--- config.mk ---
export PLATFORM = sky130hd
export DESIGN_NAME = issue_queue_flat
export DESIGN_NICKNAME = d
export VERILOG_FILES = /design/src/rtl/typedef_pkg.sv /design/src/rtl/issue_queue_if.sv /design/src/rtl/issue_fifo.sv /design/src/rtl/issue_queue.sv /design/src/flat_wrapper.sv
export SDC_FILE = /design/constraint.sdc
export NUM_CORES = 1
export LEC_CHECK = 0
export ABC_AREA = 1
export CORE_MARGIN = 2
export CORE_UTILIZATION = 48
export DETAILED_ROUTE_END_ITERATION = 16
export PLACE_DENSITY = 0.85
export RECOVER_POWER = 100
export SYNTH_ARGS = -nofsm -noshare
export SYNTH_HDL_FRONTEND = slang
export SYNTH_SLANG_ARGS = --single-unit
--- constraint.sdc ---
create_clock -name clk -period 6.8 [get_ports clk]
set_clock_uncertainty 0.1 [all_clocks]
set_input_delay 1.02 -clock clk [delete_from_list [all_inputs] [get_ports clk]]
set_output_delay 1.02 -clock clk [all_outputs]
set_load 0.05 [all_outputs]
--- src/rtl/typedef_pkg.sv ---
// rtl/typedef_pkg.sv - shared issue-stage types and channel index constants
package typedef_pkg;

    typedef struct packed {
        logic [5:0]  rob_tag;
        logic [7:0]  opcode;
        logic [31:0] src_a;
        logic [31:0] src_b;
    } RS_ENTRY_t;

    localparam int ISSUE_NUM_CH = 3;
    localparam int ISSUE_CH_ALU = 0;
    localparam int ISSUE_CH_LS  = 1;
    localparam int ISSUE_CH_BR  = 2;

endpackage

--- src/rtl/issue_queue_if.sv ---
// rtl/issue_queue_if.sv - per-channel issue handshakes, RS side and execution side
interface issue_queue_if
    import typedef_pkg::*;
#(
    parameter int NUM_CH = ISSUE_NUM_CH
);
    RS_ENTRY_t [NUM_CH-1:0] in_entry;
    logic      [NUM_CH-1:0] in_valid;
    logic      [NUM_CH-1:0] in_ready;
    RS_ENTRY_t [NUM_CH-1:0] out_entry;
    logic      [NUM_CH-1:0] out_valid;
    logic      [NUM_CH-1:0] out_ready;

    modport master (
        output in_entry, in_valid, out_ready,
        input  in_ready, out_entry, out_valid
    );

    modport slave (
        input  in_entry, in_valid, out_ready,
        output in_ready, out_entry, out_valid
    );
endinterface

--- src/rtl/issue_fifo.sv ---
// rtl/issue_fifo.sv - single-channel issue FIFO with flush and occupancy count
// Optional zero-latency bypass when empty: ISSUE_BYPASS_EN.
module issue_fifo
    import typedef_pkg::*;
#(
    parameter  int DEPTH = 2,
    localparam int CNT_W = $clog2(DEPTH + 1),
    localparam int PTR_W = $clog2(DEPTH)
) (
    input  logic             clk,
    input  logic             rst,
    input  logic             flush,
    input  RS_ENTRY_t        in_entry,
    input  logic             in_valid,
    output logic             in_ready,
    output RS_ENTRY_t        out_entry,
    output logic             out_valid,
    input  logic             out_ready,
    output logic [CNT_W-1:0] count
);

    RS_ENTRY_t        slot [DEPTH];
    logic [PTR_W-1:0] wr_ptr;
    logic [PTR_W-1:0] rd_ptr;
    logic             full;
    logic             empty;
    logic             bypass;
    logic             wr_en;
    logic             rd_en;

    assign full     = (count == CNT_W'(DEPTH));
    assign empty    = (count == '0);
    // in_ready is built from registered state only, so out_ready never reaches it
    assign in_ready = !rst && !flush && !full;

`ifdef ISSUE_BYPASS_EN
    assign bypass    = empty && in_valid && out_ready && !flush;
    assign out_valid = !flush && (!empty || in_valid);
    assign out_entry = empty ? in_entry : slot[rd_ptr];
`else
    assign bypass    = 1'b0;
    assign out_valid = !flush && !empty;
    assign out_entry = slot[rd_ptr];
`endif

    // A bypassed entry leaves in the same cycle, so it is never written
    assign wr_en = in_valid && in_ready && !bypass;
    assign rd_en = out_valid && out_ready && !empty;

    always_ff @(posedge clk) begin
        if (rst || flush) begin
            wr_ptr <= '0;
            rd_ptr <= '0;
            count  <= '0;
        end else begin
            if (wr_en) wr_ptr <= wr_ptr + PTR_W'(1);
            if (rd_en) rd_ptr <= rd_ptr + PTR_W'(1);
            case ({wr_en, rd_en})
                2'b10:   count <= count + CNT_W'(1);
                2'b01:   count <= count - CNT_W'(1);
                default: count <= count;
            endcase
        end
    end

    always_ff @(posedge clk) begin
        if (wr_en) slot[wr_ptr] <= in_entry;
    end

endmodule

--- src/rtl/issue_queue.sv ---
// rtl/issue_queue.sv - issue stage: one independent FIFO per execution channel
// Optional same-cycle bypass into empty channels: ISSUE_BYPASS_EN.
module issue_queue
    import typedef_pkg::*;
#(
    parameter  int NUM_CH = ISSUE_NUM_CH,
    parameter  int DEPTH  = 2,
    localparam int CNT_W  = $clog2(DEPTH + 1)
) (
    input  logic                          clk,
    input  logic                          rst,
    input  logic                          flush,
    issue_queue_if.slave                  bus,
    output logic [NUM_CH-1:0][CNT_W-1:0]  occupancy,
    output logic                          all_empty
);

    for (genvar i = 0; i < NUM_CH; i++) begin : g_ch
        issue_fifo #(
            .DEPTH (DEPTH)
        ) u_fifo (
            .clk       (clk),
            .rst       (rst),
            .flush     (flush),
            .in_entry  (bus.in_entry[i]),
            .in_valid  (bus.in_valid[i]),
            .in_ready  (bus.in_ready[i]),
            .out_entry (bus.out_entry[i]),
            .out_valid (bus.out_valid[i]),
            .out_ready (bus.out_ready[i]),
            .count     (occupancy[i])
        );
    end

    always_comb begin
        all_empty = 1'b1;
        for (int i = 0; i < NUM_CH; i++) begin
            if (occupancy[i] != '0) all_empty = 1'b0;
        end
    end

endmodule

--- src/flat_wrapper.sv ---
// flat-port wrapper written by rule: the top's interface ports become plain ports
module issue_queue_flat import typedef_pkg::*;
#(
    parameter  int NUM_CH = ISSUE_NUM_CH,
    parameter  int DEPTH  = 2,
    localparam int CNT_W  = $clog2(DEPTH + 1)
)
  (clk, rst, flush, occupancy, all_empty, bus_in_entry, bus_in_valid, bus_out_ready, bus_in_ready, bus_out_entry, bus_out_valid);
  issue_queue_if #(.NUM_CH(NUM_CH)) bus_i ();
  input  logic clk;
  input  logic rst;
  input  logic flush;
  output logic [NUM_CH-1:0][CNT_W-1:0] occupancy;
  output logic all_empty;
  input wire logic [$bits(bus_i.in_entry)-1:0] bus_in_entry;
  input wire logic [$bits(bus_i.in_valid)-1:0] bus_in_valid;
  input wire logic [$bits(bus_i.out_ready)-1:0] bus_out_ready;
  output wire logic [$bits(bus_i.in_ready)-1:0] bus_in_ready;
  output wire logic [$bits(bus_i.out_entry)-1:0] bus_out_entry;
  output wire logic [$bits(bus_i.out_valid)-1:0] bus_out_valid;
  assign bus_i.in_entry = bus_in_entry;
  assign bus_i.in_valid = bus_in_valid;
  assign bus_i.out_ready = bus_out_ready;
  assign bus_in_ready = bus_i.in_ready;
  assign bus_out_entry = bus_i.out_entry;
  assign bus_out_valid = bus_i.out_valid;
  issue_queue #(.NUM_CH(NUM_CH), .DEPTH(DEPTH)) u_core (.clk(clk), .rst(rst), .flush(flush), .bus(bus_i), .occupancy(occupancy), .all_empty(all_empty));
endmodule
==> flow_metrics.env, run 1 <==
export IMPL_hp_class="flip-flop to flip-flop"
export IMPL_synth_area_top_cells="edfxtp_1 (78%), mux2_2 (11%), mux2_4 (5.0%), dfxtp_1 (1.7%), buf_6 (0.75%)"
export IMPL_status="finished with violations"
export IMPL_critPathKind="flip-flop to output port"
export IMPL_ir_worst_vdd_mv=0.225
export IMPL_hold_violations=0
export IMPL_final_cell_mix="dlygate4sd3_1 (477), edfxtp_1 (468), mux2_2 (174)"
export IMPL_report_final_slew_viol_count=428
export IMPL_avgSynthCellArea_um2=21.0
export IMPL_ys_types=18
export IMPL_htree_levels=2
export IMPL_cts_buffer_depth=3
export IMPL_routed_wl_um=42000
export IMPL_worstSetupEndpointType="output port"
export IMPL_reg2reg_slack_ps=3200
export IMPL_setup_viol=0
export IMPL_cts_made_buffers=48
export IMPL_viasPerCell=5.10
export IMPL_path_cells="buf_4 > mux2_2 > dlygate4sd3_1"
export IMPL_worstPathRequired_ps=5680
export IMPL_min_delay_start="u_core.g_ch[0].u_fifo.rd_ptr$_SDFFE_PP0P_"
export IMPL_post_cts_buffers=0
export IMPL_ys_seq_area_share_pct=79.9
export IMPL_finalInstanceArea_um2=24800
export IMPL_core_area_um2=36700
export IMPL_p_int_mw=4.99
export IMPL_violations="max-capacitance violations, max-slew violations"
export IMPL_syn_nets=1100
export IMPL_p_seq_share_pct=52.4
export IMPL_area_delta_synth_final_pct=38.3
export IMPL_fin_crit_ps=5000
export IMPL_layout_nets=1613
export IMPL_rsz0062_at_grt="no"
export IMPL_layout_commonest_cell="dlygate4sd3_1"
export IMPL_top_level_ports=490
export IMPL_p_per_area_nw_per_um2=256
export IMPL_wl_met1_um=14600
export IMPL_gr_usage_all_layers_pct=20.7
export IMPL_p_comb_share_pct=7.2
export IMPL_clk_pin_slew_worst_paths_ps=60
export IMPL_crit_arrival_ps=3880
export IMPL_cp_start_kind="flip-flop"
export IMPL_netlist_area_leader_share_pct=78.3
export IMPL_cp_slowest_cell="dfxtp_1"
export IMPL_timing_hold_ws_ps=439
export IMPL_slew_headroom_pct=-43.8
export IMPL_root_buffer="clkbuf_16"
export IMPL_syn_inst=854
export IMPL_routabilityCongestion=0.867
export IMPL_yosys_warnings=0
export IMPL_rr_endpoint="u_core.g_ch[1].u_fifo.slot[1][53]$_DFFE_PP_"
export IMPL_grt_overflow_total=0
export IMPL_fin_crit_sh_pct=73.5
export IMPL_regToRegStartpoint="u_core.g_ch[1].u_fifo.count[0]$_SDFFE_PP0P_"
export IMPL_wl_met3_um=3480
export IMPL_netSwitchingFraction_pct=21.5
export IMPL_die_area_um2=39000
export IMPL_drive_gt1_share_pct=22.9
export IMPL_dr_wl_met2_um=22400
export IMPL_worst_slack_ps=1800
export IMPL_dr_first_iter_drc_count=435
export IMPL_worst_slew_pin_slew_ps=2160
export IMPL_whs_path_depth=4
export IMPL_setup_tns_ps=0
export IMPL_fp_dieH_um=197
export IMPL_grt_pass1_wl_um=59600
export IMPL_cts_tree="built"
export IMPL_cp_top_family="buffers and inverters"
export IMPL_fmax_ghz=0.200
export IMPL_grt_max_degree=79
export IMPL_highest_layer="met5"
export IMPL_drtPass1Iterations=4
export IMPL_start_util_pct=48.9
export IMPL_synth_seq_cells=483
export IMPL_vias=9657
export IMPL_synth_largest_area_cell="edfxtp_1"
export IMPL_ant_nets=0
export IMPL_netlist_area_um2=18000
export IMPL_p_switching_mw=1.37
export IMPL_cts_sinks=483
export IMPL_p_leak_nw=8.50
export IMPL_cp_max_fo=46
export IMPL_antenna_found_initial=24
export IMPL_first_global_vias=10244
export IMPL_wl_per_cell_um=22.2
export IMPL_max_cap_violations=7
export IMPL_rows=70
export IMPL_port_buffers=489
export IMPL_critical_path_max_stage_delay_ps=1280
export IMPL_clock_insertion_delay_worst_skew_ps=550
export IMPL_clock_power_share_pct=40.4
export IMPL_r2r_cells=5
export IMPL_dp_hpwl_um=28600
export IMPL_cp_buffers_inverters=2
export IMPL_pre_cts_ws_ps=2610
export IMPL_cts_hold_buffers=0
export IMPL_placedInstanceArea_um2=23300
export IMPL_dieWidth_um=197
export IMPL_post_cts_resized=0
export IMPL_drc=0
## kinds of logic (layout without fill, tap and decap cells)
logic type      after synthesis  count (layout)  synth area share, %
mux                         234             234                 15.9
flops                       483             483                 79.9
simple gates                 56              56                 1.41
compound gates               18              18                0.502
fa+ha+maj                     3               3                0.209
other cells                   0              23                    0
buf+inv                      60             610                 2.01
## synthesized netlist by cell type
cell type / count
edfxtp_1: 468
mux2_2: 174
mux2_4: 60
inv_1: 26
nand2_1: 21
a21oi_1: 15
buf_2: 15
dfxtp_1: 15
nor2_1: 15
buf_6: 12
nand3_1: 9
buf_4: 7
nand4_1: 6
ha_1: 3
o21ai_0: 3
or2_2: 3
nor2_4: 1
nor3_1: 1
## worst max-delay path by stage
stage | startpoint | endpoint | slack (ps) | depth (start not counted)
floorplan | flush | u_core.g_ch[0].u_fifo.slot[0][0]$_DFFE_PP_ | 1590 | 3
global placement | flush | bus_in_ready[2] | 2640 | 5
detailed placement | flush | bus_in_ready[2] | 2610 | 5
CTS | flip-flop | bus_out_entry[24] | 2540 | 3
global route | flush | u_core.g_ch[2].u_fifo.slot[0][66]$_DFFE_PP_ | 1480 | 5
finish | flip-flop | bus_out_entry[213] | 1800 | 3
## area by class of cell
| class | instances | area [um2] |
|---|---|---|
| Multi-Input combinational cell | 311 | 3250 |
| Timing Repair Buffer | 497 | 4940 |
| Sequential cell | 483 | 14400 |
| Antenna cell | 23 | 57.6 |
| Fill cell | 2299 | 11900 |
| Tap cell | 468 | 586 |
| Inverter | 26 | 98.8 |
| Clock buffer | 59 | 1310 |
| Clock inverter | 28 | 233 |
## through the flow
step	power [mW]	util, %	cells
6_report	6.36	67.7	1895
5_1_grt	6.54	67.6	1890
4_1_cts	6.46	67.6	1872
3_5_place_dp	3.90	63.4	1785
3_3_place_gp	3.88	63.4	1785
2_1_floorplan	3.63	-	854
## state kept, by name (all words and copies together) (netlist names), named ones only
register	count
u_core.g_ch.u_fifo.count	6
u_core.g_ch.u_fifo.rd_ptr	3
u_core.g_ch.u_fifo.slot	468
u_core.g_ch.u_fifo.wr_ptr	3
## power groups by stage
stage	clock, mW	combinational [mW]	sequential [mW]
final	2.57	0.458	3.33
after global routing	2.73	0.477	3.34
after CTS	2.62	0.505	3.33
after detailed placement	0	0.500	3.39
after global placement	0	0.488	3.39
after floorplan	0	0.232	3.40
## metal layers
layer,vias up,GRT usage (%)
met5,-,0
met4,8,9.97
met3,90,6.90
met2,368,37.2
met1,4802,21.7
li1,4389,-
## tightest hold or removal path, stage by stage, from the launching register on
cell and delay [ps]:
dfxtp_1 310, inv_1 50, nand2_1 40, inv_1 60, nor2_1 40
Note: power is estimated with default switching activity, not from simulation.
==> inputs of run 2 (changes only) <==
- CORE_UTILIZATION: 48 -> 44
- PLACE_DENSITY: 0.85 -> 0.82
- clock period: 6.8 -> 4.1 ns (I/O delays scaled with it)
==> flow_metrics.env, run 2 (synthesis results as in run 1) <==
export IMPL_finalInstanceArea_um2=25000
export IMPL_final_cell_mix="dlygate4sd3_1 (480), edfxtp_1 (468), mux2_2 (174)"
export IMPL_drc=0
export IMPL_min_delay_start="u_core.g_ch[0].u_fifo.rd_ptr$_SDFFE_PP0P_"
export IMPL_worstPathRequired_ps=4190
export IMPL_start_util_pct=44.3
export IMPL_path_cells="dlygate4sd3_1 > nor2_1 > clkbuf_1 > nand4_1 > inv_1 > clkbuf_1"
export IMPL_ir_worst_vdd_mv=0.324
export IMPL_fin_crit_sh_pct=88.3
export IMPL_grt_max_degree=79
export IMPL_placedInstanceArea_um2=23600
export IMPL_cts_hold_buffers=0
export IMPL_top_level_ports=490
export IMPL_dieWidth_um=206
export IMPL_reg_largest_list="u_core.g_ch.u_fifo.slot x468, u_core.g_ch.u_fifo.count x6"
export IMPL_cts_tree="built"
export IMPL_p_per_area_nw_per_um2=418
export IMPL_area_delta_synth_final_pct=39.3
export IMPL_cts_made_buffers=49
export IMPL_critPathLaunch="flush"
export IMPL_routabilityCongestion=0.791
export IMPL_viasPerCell=4.92
export IMPL_cp_slowest_cell="inv_1"
export IMPL_port_buffers=489
export IMPL_setup_tns_ps=0
export IMPL_grt_overflow_total=0
export IMPL_worst_slew_pin_slew_ps=1180
export IMPL_post_cts_buffers=0
export IMPL_p_leak_nw=8.55
export IMPL_fmax_ghz=0.276
export IMPL_cp_start_kind="input pin"
export IMPL_layout_nets=1628
export IMPL_status="finished clean"
export IMPL_max_cap_violations=0
export IMPL_hold_violations=0
export IMPL_vias=9687
export IMPL_gr_usage_all_layers_pct=18.8
export IMPL_reg2reg_slack_ps=1460
export IMPL_fillCellCount=2956
export IMPL_cp_buffers_inverters=4
export IMPL_grt_pass1_wl_um=59200
export IMPL_worstSetupEndpointType="flip-flop"
export IMPL_cp_top_family="buffers and inverters"
export IMPL_first_global_vias=10146
export IMPL_crit_arrival_ps=3720
export IMPL_post_cts_resized=0
export IMPL_cts_sinks=483
export IMPL_rsz0062_at_grt="no"
export IMPL_htree_levels=2
export IMPL_dr_first_iter_drc_count=551
export IMPL_crit_top_cell="clkbuf_1"
export IMPL_critPathKind="input pin to flip-flop"
export IMPL_ant_nets=0
export IMPL_slew_headroom_pct=21.6
export IMPL_dp_hpwl_um=29200
export IMPL_routed_wl_um=41900
export IMPL_top_register="u_core.g_ch.u_fifo.slot"
export IMPL_largest_register_ffs=468
export IMPL_core_area_um2=40600
export IMPL_cp_max_fo=20
export IMPL_clk_pin_slew_worst_paths_ps=60
export IMPL_critical_path_max_stage_delay_ps=710
export IMPL_drtPass1Iterations=5
export IMPL_antenna_found_initial=19
export IMPL_hp_class="flip-flop to flip-flop"
export IMPL_layout_commonest_cell="dlygate4sd3_1"
export IMPL_die_area_um2=42400
export IMPL_rows=74
export IMPL_root_buffer="clkbuf_16"
export IMPL_regToRegStartpoint="u_core.g_ch[0].u_fifo.count[0]$_SDFFE_PP0P_"
export IMPL_setup_viol=0
export IMPL_clock_insertion_delay_worst_skew_ps=560
export IMPL_report_final_slew_viol_count=0
export IMPL_fp_dieH_um=206
export IMPL_wl_per_cell_um=21.3
export IMPL_fin_crit_ps=3620
export IMPL_cts_buffer_depth=3
export IMPL_drive_gt1_share_pct=23.0
run 2: through the flow:
| step | worst slack [ps] | total power, mW | std cells | hold WS, ps | util [%] |
|---|---|---|---|---|---|
| CTS | 519 | 10.6 | 1948 | 433 | 61.7 |
| global route | 250 | 10.8 | 1963 | 471 | 61.6 |
| detailed placement | 926 | 6.47 | 1863 | 422 | 58.1 |
| floorplan | 470 | 6.02 | 854 | 410 | - |
| global placement | 1040 | 6.45 | 1863 | 417 | 58.1 |
| finish | 479 | 10.5 | 1967 | 436 | 61.7 |
run 2: power breakdown:
group          switching (mW)  internal [mW]  total (mW)
Combinational           0.450          0.316       0.766
Clock                    1.76           2.39        4.16
Sequential             0.0225           5.50        5.53
run 2: final timing paths:
check,end,depth (start not counted)
max,u_core.g_ch[0].u_fifo.slot[1][75]$_DFFE_PP_,6
min,flip-flop,4
max reg2reg,u_core.g_ch[0].u_fifo.slot[1][75]$_DFFE_PP_,5
min reg2reg,flip-flop,4
run 2: worst min-delay path: stages, from the launching register on:
cell	delay (ps)
dfxtp_1	310
inv_1	50
nand2_1	40
inv_1	60
nor2_1	40
run 2: metal layers:
| layer | track usage (%) | vias to the layer above | wire length (um) |
|---|---|---|---|
| met1 | 20.7 | 4837 | 15200 |
| li1 | - | 4398 | - |
| met4 | 9.52 | 0 | 1260 |
| met3 | 5.80 | 67 | 3270 |
| met2 | 32.9 | 385 | 22200 |
| met5 | 0 | - | 0 |
run 2: area by class of cell:
| class | count | area (um2) | share of cell area [%] |
|---|---|---|---|
| Antenna cell | 19 | 47.5 | 0.190 |
| Clock buffer | 64 | 1330 | 5.30 |
| Clock inverter | 21 | 161 | 0.645 |
| Inverter | 26 | 98.8 | 0.395 |
| Multi-Input combinational cell | 311 | 3250 | 13.0 |
| Sequential cell | 483 | 14400 | 57.4 |
| Tap cell | 532 | 666 | 2.66 |
| Timing Repair Buffer | 511 | 5100 | 20.4 |
==> inputs of run 3 (changes only) <==
- CTS_CLUSTER_DIAMETER: not set -> 40
- SLEW_MARGIN: not set -> 10
==> flow_metrics.env, run 3 (synthesis results as in run 1) <==
export IMPL_largest_register_ffs=468
export IMPL_report_final_slew_viol_count=0
export IMPL_viasPerCell=4.89
export IMPL_reg_largest_list="u_core.g_ch.u_fifo.slot x468, u_core.g_ch.u_fifo.count x6"
export IMPL_p_comb_share_pct=6.8
export IMPL_first_global_vias=10325
export IMPL_cts_buffer_depth=3
export IMPL_top_level_ports=490
export IMPL_whs_path_depth=4
export IMPL_worstSetupEndpointType="flip-flop"
export IMPL_rows=74
export IMPL_cp_slowest_cell="clkbuf_1"
export IMPL_cts_sinks=483
export IMPL_core_area_um2=40600
export IMPL_post_cts_buffers=0
export IMPL_reg2reg_slack_ps=1520
export IMPL_clk_pin_slew_worst_paths_ps=60
export IMPL_layout_commonest_cell="dlygate4sd3_1"
export IMPL_met3_usage_pct=5.72
export IMPL_vias=9710
export IMPL_ir_worst_vdd_mv=0.370
export IMPL_p_leak_nw=8.74
export IMPL_crit_arrival_ps=3720
export IMPL_pre_cts_ws_ps=926
export IMPL_cp_start_kind="input pin"
export IMPL_area_delta_synth_final_pct=41.7
export IMPL_rsz0062_at_grt="no"
export IMPL_fmax_ghz=0.277
export IMPL_grt_pass1_wl_um=59100
export IMPL_routabilityCongestion=0.791
export IMPL_wl_per_cell_um=21.1
export IMPL_gr_usage_all_layers_pct=18.8
export IMPL_multiInputGateArea_um2=3250
export IMPL_hp_class="flip-flop to flip-flop"
export IMPL_cts_hold_buffers=0
export IMPL_drc=0
export IMPL_crit_top_cell="clkbuf_1"
export IMPL_port_buffers=489
export IMPL_path_cells="dlygate4sd3_1 > nor2_1 > clkbuf_1 > nand3_1 > nor2_4 > clkbuf_1"
export IMPL_start_util_pct=44.3
export IMPL_cts_tree="built"
export IMPL_antenna_found_initial=17
export IMPL_clock_insertion_delay_worst_skew_ps=580
export IMPL_fp_dieH_um=206
export IMPL_fin_crit_sh_pct=88.1
export IMPL_worst_slew_pin_slew_ps=1190
export IMPL_critPathKind="input pin to flip-flop"
export IMPL_ant_nets=0
export IMPL_dieWidth_um=206
export IMPL_layout_nets=1635
export IMPL_status="finished clean"
export IMPL_setup_tns_ps=0
export IMPL_drtPass1Iterations=6
export IMPL_hold_violations=0
export IMPL_drive_gt1_share_pct=24.6
export IMPL_critical_path_max_stage_delay_ps=820
export IMPL_timing_hold_ws_ps=434
export IMPL_setup_viol=0
export IMPL_fin_crit_ps=3610
export IMPL_die_area_um2=42400
export IMPL_cp_max_fo=18
export IMPL_grt_overflow_total=0
export IMPL_top_usage_layer="met2"
export IMPL_seq_area_um2=14400
export IMPL_netSwitchingFraction_pct=21.7
export IMPL_p_int_mw=8.85
export IMPL_final_cell_mix="dlygate4sd3_1 (480), edfxtp_1 (468), mux2_2 (174)"
export IMPL_p_seq_share_pct=48.9
export IMPL_htree_levels=2
export IMPL_grtUsageMet1_pct=20.3
export IMPL_rr_endpoint="u_core.g_ch[1].u_fifo.slot[0][33]$_DFFE_PP_"
export IMPL_routed_wl_um=41900
export IMPL_clock_power_share_pct=44.4
export IMPL_cp_top_family="buffers and inverters"
export IMPL_max_cap_violations=0
export IMPL_dp_hpwl_um=29200
export IMPL_top_register="u_core.g_ch.u_fifo.slot"
export IMPL_root_buffer="clkbuf_16"
export IMPL_cts_made_buffers=56
export IMPL_r2r_cells=5
export IMPL_dr_first_iter_drc_count=510
export IMPL_p_switching_mw=2.46
export IMPL_met2_usage_pct=33.2
export IMPL_slew_headroom_pct=20.7
export IMPL_cp_buffers_inverters=3
export IMPL_worstPathRequired_ps=4200
export IMPL_critPathLaunch="flush"
export IMPL_fillCellCount=2895
export IMPL_post_cts_resized=0
export IMPL_post_route_util_pct=62.7
export IMPL_worst_slack_ps=488
export IMPL_min_delay_start="u_core.g_ch[0].u_fifo.rd_ptr$_SDFFE_PP0P_"
export IMPL_p_per_area_nw_per_um2=445
export IMPL_regToRegStartpoint="u_core.g_ch[1].u_fifo.count[0]$_SDFFE_PP0P_"
export IMPL_grt_max_degree=79
-- run 3: changes by cell type in the layout (fill, tap and decap cells not counted) --
| cell | change |
|---|---|
| clkinv_1 | -3 |
| bufinv_16 | +5 |
| clkbuf_16 | +6 |
| inv_6 | +3 |
| clkinv_8 | +1 |
| clkbuf_1 | -4 |
| clkinvlp_4 | +7 |
| clkbuf_2 | +1 |
| diode_2 | -3 |
| clkinv_4 | +5 |
| clkinv_2 | -2 |
| inv_8 | +2 |
-- run 3: area by class of cell --
type                       count  area share [%]
sequential                   483            56.5
timing repair buffer         511            20.0
multi-input combinational    311            12.8
clock buffer                  67            5.76
tap                          532            2.62
clock inverter                39            1.78
inverter                      26           0.389
antenna                       16           0.157
-- run 3: how the worst max path moves through the flow --
stage / endpoint / slack, ps / cells past startpoint
after CTS: bus_out_entry[115] / 520 / 3
after detailed placement: u_core.g_ch[1].u_fifo.slot[1][49]$_DFFE_PP_ / 930 / 6
after global routing: u_core.g_ch[1].u_fifo.slot[0][2]$_DFFE_PP_ / 240 / 6
final: u_core.g_ch[2].u_fifo.slot[0][48]$_DFFE_PP_ / 490 / 6
after global placement: u_core.g_ch[1].u_fifo.slot[1][49]$_DFFE_PP_ / 1040 / 6
after floorplan: u_core.g_ch[0].u_fifo.slot[0][0]$_DFFE_PP_ / 470 / 4
-- run 3: metrics by stage --
| stage | total power [mW] | instance area [um2] | cells |
|---|---|---|---|
| 2_1_floorplan | 6.02 | 18000 | 854 |
| 3_3_place_gp | 6.45 | 23600 | 1863 |
| 3_5_place_dp | 6.47 | 23600 | 1863 |
| 4_1_cts | 11.5 | 25500 | 1969 |
| 5_1_grt | 11.6 | 25400 | 1983 |
| 6_report | 11.3 | 25400 | 1985 |
-- run 3: power by group through the flow --
stage / clock [mW] / combinational [mW] / sequential [mW]
2_1_floorplan: 0 / 0.386 / 5.63
3_3_place_gp: 0 / 0.825 / 5.62
3_5_place_dp: 0 / 0.843 / 5.63
4_1_cts: 5.12 / 0.849 / 5.53
5_1_grt: 5.29 / 0.800 / 5.53
6_report: 5.02 / 0.765 / 5.53
-- run 3: layer usage --
metal | vias to the layer above | wire length (um)
li1 | 4429 | -
met3 | 90 | 3220
met2 | 428 | 22100
met1 | 4763 | 15000
met5 | - | 0
met4 | 0 | 1500
-- run 3: worst register-to-register path: stages, from the launching register on --
cell and delay, ps:
dfxtp_1 380, inv_1 160, nand2_1 110, nand3_1 140, nor2_2 920, clkbuf_2 440
